===== config.mk =====
export PLATFORM = sky130hd
export DESIGN_NAME = semaforo_monitor
export DESIGN_NICKNAME = d
export VERILOG_FILES = /design/src/rtl/semaforo_pkg.sv /design/src/rtl/contador_fase.sv /design/src/rtl/semaforo_monitor.sv
export SDC_FILE = /design/constraint.sdc
export NUM_CORES = 1
export LEC_CHECK = 0
export BUFFER_PORTS_ARGS = -buffer_cell sky130_fd_sc_hd__buf_2
export CAP_MARGIN = 20
export CORE_MARGIN = 2
export CORE_UTILIZATION = 55
export CTS_CLUSTER_DIAMETER = 30
export DETAILED_ROUTE_END_ITERATION = 6
export PLACE_DENSITY = 0.76
export SLEW_MARGIN = 5
export SYNTH_ARGS = -nofsm -noshare
export SYNTH_HDL_FRONTEND = slang
export SYNTH_HIERARCHICAL = 1
export SYNTH_SLANG_ARGS = --single-unit

===== constraint.sdc =====
create_clock -name clock -period 7.6 [get_ports clock]
set_clock_uncertainty 0.05 [all_clocks]
set_input_delay 0.38 -clock clock [delete_from_list [all_inputs] [get_ports clock]]
set_output_delay 0.38 -clock clock [all_outputs]
set_load 0.02 [all_outputs]

===== src/rtl/semaforo_pkg.sv =====
// rtl/semaforo_pkg.sv - shared encodings and defaults for the traffic-light sequence monitor
package semaforo_pkg;

    typedef enum logic [1:0] {
        FASE_ROJO     = 2'd0,
        FASE_VERDE    = 2'd1,
        FASE_AMARILLO = 2'd2,
        FASE_NINGUNA  = 2'd3
    } fase_e;

    localparam logic [1:0] ST_SYNC     = 2'd0;
    localparam logic [1:0] ST_ROJO     = 2'd1;
    localparam logic [1:0] ST_VERDE    = 2'd2;
    localparam logic [1:0] ST_AMARILLO = 2'd3;

    localparam logic [2:0] ERR_NONE   = 3'd0;
    localparam logic [2:0] ERR_ILEGAL = 3'd1;
    localparam logic [2:0] ERR_ORDEN  = 3'd2;
    localparam logic [2:0] ERR_CORTO  = 3'd3;
    localparam logic [2:0] ERR_LARGO  = 3'd4;

    localparam int DEF_ROJO_TICS     = 35;
    localparam int DEF_VERDE_TICS    = 20;
    localparam int DEF_AMARILLO_TICS = 3;

    // Anything other than exactly one lit lamp is not a phase.
    function automatic fase_e decode_fase(input logic r, input logic v, input logic a);
        case ({r, v, a})
            3'b100:  return FASE_ROJO;
            3'b010:  return FASE_VERDE;
            3'b001:  return FASE_AMARILLO;
            default: return FASE_NINGUNA;
        endcase
    endfunction

endpackage


===== src/rtl/contador_fase.sv =====
// rtl/contador_fase.sv - phase length counter: clear-to-1, saturating increment, limit compare
module contador_fase #(
    parameter int CNT_W = 8
) (
    input  logic             clock,
    input  logic             reset,
    input  logic             clr_i,
    input  logic             inc_i,
    input  logic [CNT_W-1:0] limit_i,
    output logic             at_limit_o,
    output logic             below_limit_o
);

    logic [CNT_W-1:0] cnt_q, cnt_d;

    always_comb begin
        cnt_d = cnt_q;
        if (clr_i) begin
            cnt_d = CNT_W'(1);
        end else if (inc_i && (cnt_q != '1)) begin
            cnt_d = cnt_q + 1'b1;
        end
    end

    always_ff @(posedge clock) begin
        if (reset) begin
            cnt_q <= '0;
        end else begin
            cnt_q <= cnt_d;
        end
    end

    assign at_limit_o    = (cnt_q == limit_i);
    assign below_limit_o = (cnt_q < limit_i);

endmodule


===== src/rtl/semaforo_monitor.sv =====
// rtl/semaforo_monitor.sv - checks lamp samples against the rojo/verde/amarillo sequence and timing
module semaforo_monitor
    import semaforo_pkg::*;
#(
    parameter int ROJO_TICS     = DEF_ROJO_TICS,
    parameter int VERDE_TICS    = DEF_VERDE_TICS,
    parameter int AMARILLO_TICS = DEF_AMARILLO_TICS,
    parameter int CNT_W         = 8
) (
    input  logic        clock,
    input  logic        reset,
    input  logic        rojo,
    input  logic        amarillo,
    input  logic        verde,
    output logic [1:0]  fase,
    output logic        sync,
    output logic        err_valid,
    output logic [2:0]  err_code,
    output logic [15:0] ciclos
);

    localparam logic [CNT_W-1:0] LIM_ROJO     = CNT_W'(ROJO_TICS);
    localparam logic [CNT_W-1:0] LIM_VERDE    = CNT_W'(VERDE_TICS);
    localparam logic [CNT_W-1:0] LIM_AMARILLO = CNT_W'(AMARILLO_TICS);

    logic             s_rojo_q, s_amarillo_q, s_verde_q;
    logic             prev_rojo_q;
    logic [1:0]       state_q, state_d;
    logic             err_valid_q;
    logic [2:0]       err_code_q, err_d;
    logic [15:0]      ciclos_q, ciclos_d;
    fase_e            s_fase, own_fase, succ_fase;
    logic [1:0]       succ_state;
    logic [CNT_W-1:0] limit;
    logic             cnt_clr, cnt_inc, at_limit, below_limit;

    assign s_fase = decode_fase(s_rojo_q, s_verde_q, s_amarillo_q);

    always_comb begin
        own_fase   = FASE_NINGUNA;
        succ_fase  = FASE_NINGUNA;
        succ_state = ST_SYNC;
        limit      = LIM_ROJO;
        case (state_q)
            ST_ROJO: begin
                own_fase = FASE_ROJO; succ_fase = FASE_VERDE;
                succ_state = ST_VERDE; limit = LIM_ROJO;
            end
            ST_VERDE: begin
                own_fase = FASE_VERDE; succ_fase = FASE_AMARILLO;
                succ_state = ST_AMARILLO; limit = LIM_VERDE;
            end
            ST_AMARILLO: begin
                own_fase = FASE_AMARILLO; succ_fase = FASE_ROJO;
                succ_state = ST_ROJO; limit = LIM_AMARILLO;
            end
            default: ;
        endcase
    end

    // Error causes are mutually exclusive per sample, so branch order encodes the priority.
    always_comb begin
        state_d  = state_q;
        err_d    = ERR_NONE;
        ciclos_d = ciclos_q;
        cnt_clr  = 1'b0;
        cnt_inc  = 1'b0;
        if (state_q == ST_SYNC) begin
            if ((s_fase == FASE_ROJO) && !prev_rojo_q) begin
                state_d = ST_ROJO;
                cnt_clr = 1'b1;
            end
        end else if (s_fase == FASE_NINGUNA) begin
            err_d = ERR_ILEGAL;
        end else if (s_fase == own_fase) begin
            if (at_limit) err_d = ERR_LARGO;
            else          cnt_inc = 1'b1;
        end else if (s_fase != succ_fase) begin
            err_d = ERR_ORDEN;
        end else if (below_limit) begin
            err_d = ERR_CORTO;
        end else begin
            state_d = succ_state;
            cnt_clr = 1'b1;
            if ((state_q == ST_AMARILLO) && (ciclos_q != 16'hFFFF)) begin
                ciclos_d = ciclos_q + 16'd1;
            end
        end
        if (err_d != ERR_NONE) state_d = ST_SYNC;
    end

    always_ff @(posedge clock) begin
        if (reset) begin
            s_rojo_q     <= 1'b0;
            s_amarillo_q <= 1'b0;
            s_verde_q    <= 1'b0;
            prev_rojo_q  <= 1'b0;
            state_q      <= ST_SYNC;
            err_valid_q  <= 1'b0;
            err_code_q   <= ERR_NONE;
            ciclos_q     <= 16'd0;
        end else begin
            s_rojo_q     <= rojo;
            s_amarillo_q <= amarillo;
            s_verde_q    <= verde;
            prev_rojo_q  <= (s_fase == FASE_ROJO);
            state_q      <= state_d;
            err_valid_q  <= (err_d != ERR_NONE);
            err_code_q   <= err_d;
            ciclos_q     <= ciclos_d;
        end
    end

    contador_fase #(
        .CNT_W(CNT_W)
    ) u_contador (
        .clock        (clock),
        .reset        (reset),
        .clr_i        (cnt_clr),
        .inc_i        (cnt_inc),
        .limit_i      (limit),
        .at_limit_o   (at_limit),
        .below_limit_o(below_limit)
    );

    assign fase      = s_fase;
    assign sync      = (state_q != ST_SYNC);
    assign err_valid = err_valid_q;
    assign err_code  = err_code_q;
    assign ciclos    = ciclos_q;

endmodule


==> impl_metrics.env <==
export IMPL_syn_avg_cell_area_um2=8.310
export IMPL_max_freq_mhz=294.0
export IMPL_ctsHoldBuffers=0
export IMPL_reg2regPathDepth=14
export IMPL_yosysTopAreaCellShare=0.3091
export IMPL_initial_core_util=0.5882
export IMPL_h_tree_depth=2
export IMPL_ys_seq_area_frac=0.3091
export IMPL_wl_um=4497
export IMPL_synthCells=265
export IMPL_grt_pass1_wl_um=7383
export IMPL_critPathMaxFanout=12
export IMPL_design_core_area_um2=3744
export IMPL_antenna_found_initial=0
export IMPL_synth_top_cells_by_count="34 x dfxtp_1, 22 x inv_1, 21 x nor2_1"
export IMPL_vias=1947
export IMPL_ctsResizeCount=0
export IMPL_post_route_period_util=0.4476
export IMPL_arrival_ns=3.56
export IMPL_grt_overflow=0
export IMPL_run_status="finished clean"
export IMPL_synth_top_cells_by_area="dfxtp_1 31%, ha_1 8.5%, inv_1 3.8%"
export IMPL_p_leak_nw=0.9989
export IMPL_cap_violations=0
export IMPL_clock_sinks=34
export IMPL_wl_per_cell_um=13.30
export IMPL_die_x_um=67.28
export IMPL_dp_hpwl_um=3278
export IMPL_synthFlopType="dfxtp_1"
export IMPL_area_delta_synth_final_pct=11.42
export IMPL_nets=309
export IMPL_critPathKind="reg -> reg"
export IMPL_drive_gt1_frac=0.1724
export IMPL_pre_cts_ws_ns=4.239
export IMPL_yosysWarnings=6
export IMPL_syn_cell_area_um2=2202
export IMPL_fin_setup_tns_ns=0
export IMPL_finalSetupViolations=0
export IMPL_grt_max_degree=36
export IMPL_clk_latency_ns=0.29
export IMPL_final_core_util=0.6554
export IMPL_drt_vias_per_instance=5.760
export IMPL_drt_iter0_markers=121
export IMPL_rsz0062_at_grt="no"
export IMPL_async_flop_share=0
export IMPL_path_clk_slew_ns=0.07
export IMPL_port_buffers=27
export IMPL_worstMarginPinSlew_ns=0.8919
export IMPL_power_density_nw_per_um2=159.3
export IMPL_synthDistinctLibCells=55
export IMPL_fp_row_count=22
export IMPL_hold_path_class="in -> reg"
export IMPL_max_slew_margin_rel=0.4014
export IMPL_postLayoutSetupSlackWorst_ns=4.198
export IMPL_cts_buffers=5
export IMPL_die_area_um2=4526
export IMPL_ant_nets=0
export IMPL_n_antenna_cell=0
export IMPL_root_buffer="clkbuf_8"
export IMPL_place_congestion=0.9006
export IMPL_io_pins=28
export IMPL_timing_max_transition_violations_final=0
export IMPL_grt_pass1_vias=1672
export IMPL_synth_most_common_cell="dfxtp_1"
export IMPL_cts_tree="done"
export IMPL_whs_path_depth=2
export IMPL_grt_usage=0.2132
export IMPL_peakVddDrop_mv=0.1059
export IMPL_cp_end_kind="register"
export IMPL_critical_path_startpoint_type="register"
export IMPL_clockBufferDepth=2
export IMPL_hold_viol_final=0
export IMPL_drc_errors=0
export IMPL_post_cts_buffers=0
export IMPL_synth_edff_count=0
export IMPL_die_h_um=67.28
export IMPL_timing_final_crit_period_ns=3.402
export IMPL_yosysTopAreaCell="dfxtp_1"
export IMPL_ys_ff_latch=34
export IMPL_first_pass_iters=4
export IMPL_worstPathRequired_ns=7.76
## layout make-up
cell class	count	area, um^2
Inverter	22	82.58
Sequential cell	34	680.7
Fill cell	345	1290
Clock inverter	3	40.04
Timing Repair Buffer	27	135.1
Tap cell	48	60.06
Clock buffer	5	68.82
Multi-Input combinational cell	199	1386
## flip-flops by register name (all words and copies together), names as in the netlist
register,flops
prev_rojo_q,1
s_amarillo_q,1
state_q,2
err_code,3
s_verde_q,1
err_valid,1
ciclos,16
s_rojo_q,1
u_contador/cnt_q,8
## report_power, final
group          leakage [nW]  internal [mW]  switching, mW
combinational         0.666         0.0160         0.0253
clock                0.0579         0.0965         0.0684
sequential            0.275          0.181        0.00385
## per-stage QoR
| stage | hold slack, ns | instances | area [um^2] | total power, mW |
|---|---|---|---|---|
| final | 0.2509 | 338 | 2454 | 0.3910 |
| after global routing | 0.2554 | 338 | 2454 | 0.4064 |
| after CTS | 0.2447 | 338 | 2454 | 0.3937 |
| after detailed placement | 0.4381 | 330 | 2345 | 0.2300 |
| after global placement | 0.4311 | 330 | 2345 | 0.2292 |
| after floorplan | 0.3991 | 267 | 2210 | 0.2204 |
## path summary, 6_finish.rpt
kind	startpoint	end	slack, ns
hold / removal	rojo	s_rojo_q	0.25
setup / recovery	state_q[0]	u_contador/cnt_q[2]	4.20
setup reg to reg	state_q[0]	u_contador/cnt_q[2]	4.20
hold reg to reg	ciclos[7]	ciclos[7]	0.44
## routing by layer
metal	up-vias	GRT usage	part of all wire
li1	1012	-	-
met1	899	0.2551	0.47
met2	31	0.3775	0.49
met3	5	0.04833	0.032
met4	0	0.06633	0.0093
met5	-	0	0
## cell families after synthesis
logic type	Yosys count	synth area share
other	1	0.001703
buffers and inverters	34	0.06477
flip-flops	34	0.3091
AND/OR/NAND/NOR	116	0.3074
multiplexers	11	0.05227
AO/OA/AOI/OAI	49	0.1591
XOR/XNOR	4	0.01591
adder cells (fa/ha/maj)	16	0.08977
## placed cells by master, fill, tap and decap left out, types with 6 or more instances in the layout
cell type,instances
ha_1,15
inv_1,22
nor3_1,9
mux2i_1,7
buf_2,27
nor2b_1,12
or4_1,7
nand2_1,11
nand3_1,13
dfxtp_1,34
a21oi_1,14
nand2b_1,7
nand4_1,6
nor2_1,21
## critical path: stages (launching register included)
cell and delay [ns]:
dfxtp_1 0.33, inv_1 0.13, ha_1 0.40, inv_1 0.15
inv_1 0.09, ha_1 0.24, nor2b_1 0.13, o211ai_1 0.14
a21oi_1 0.09, a211oi_1 0.34, nor2_1 0.18, a31oi_1 0.38
inv_1 0.10, or2_2 0.38, nor3_1 0.19
Power figures use the tool's default switching activity.
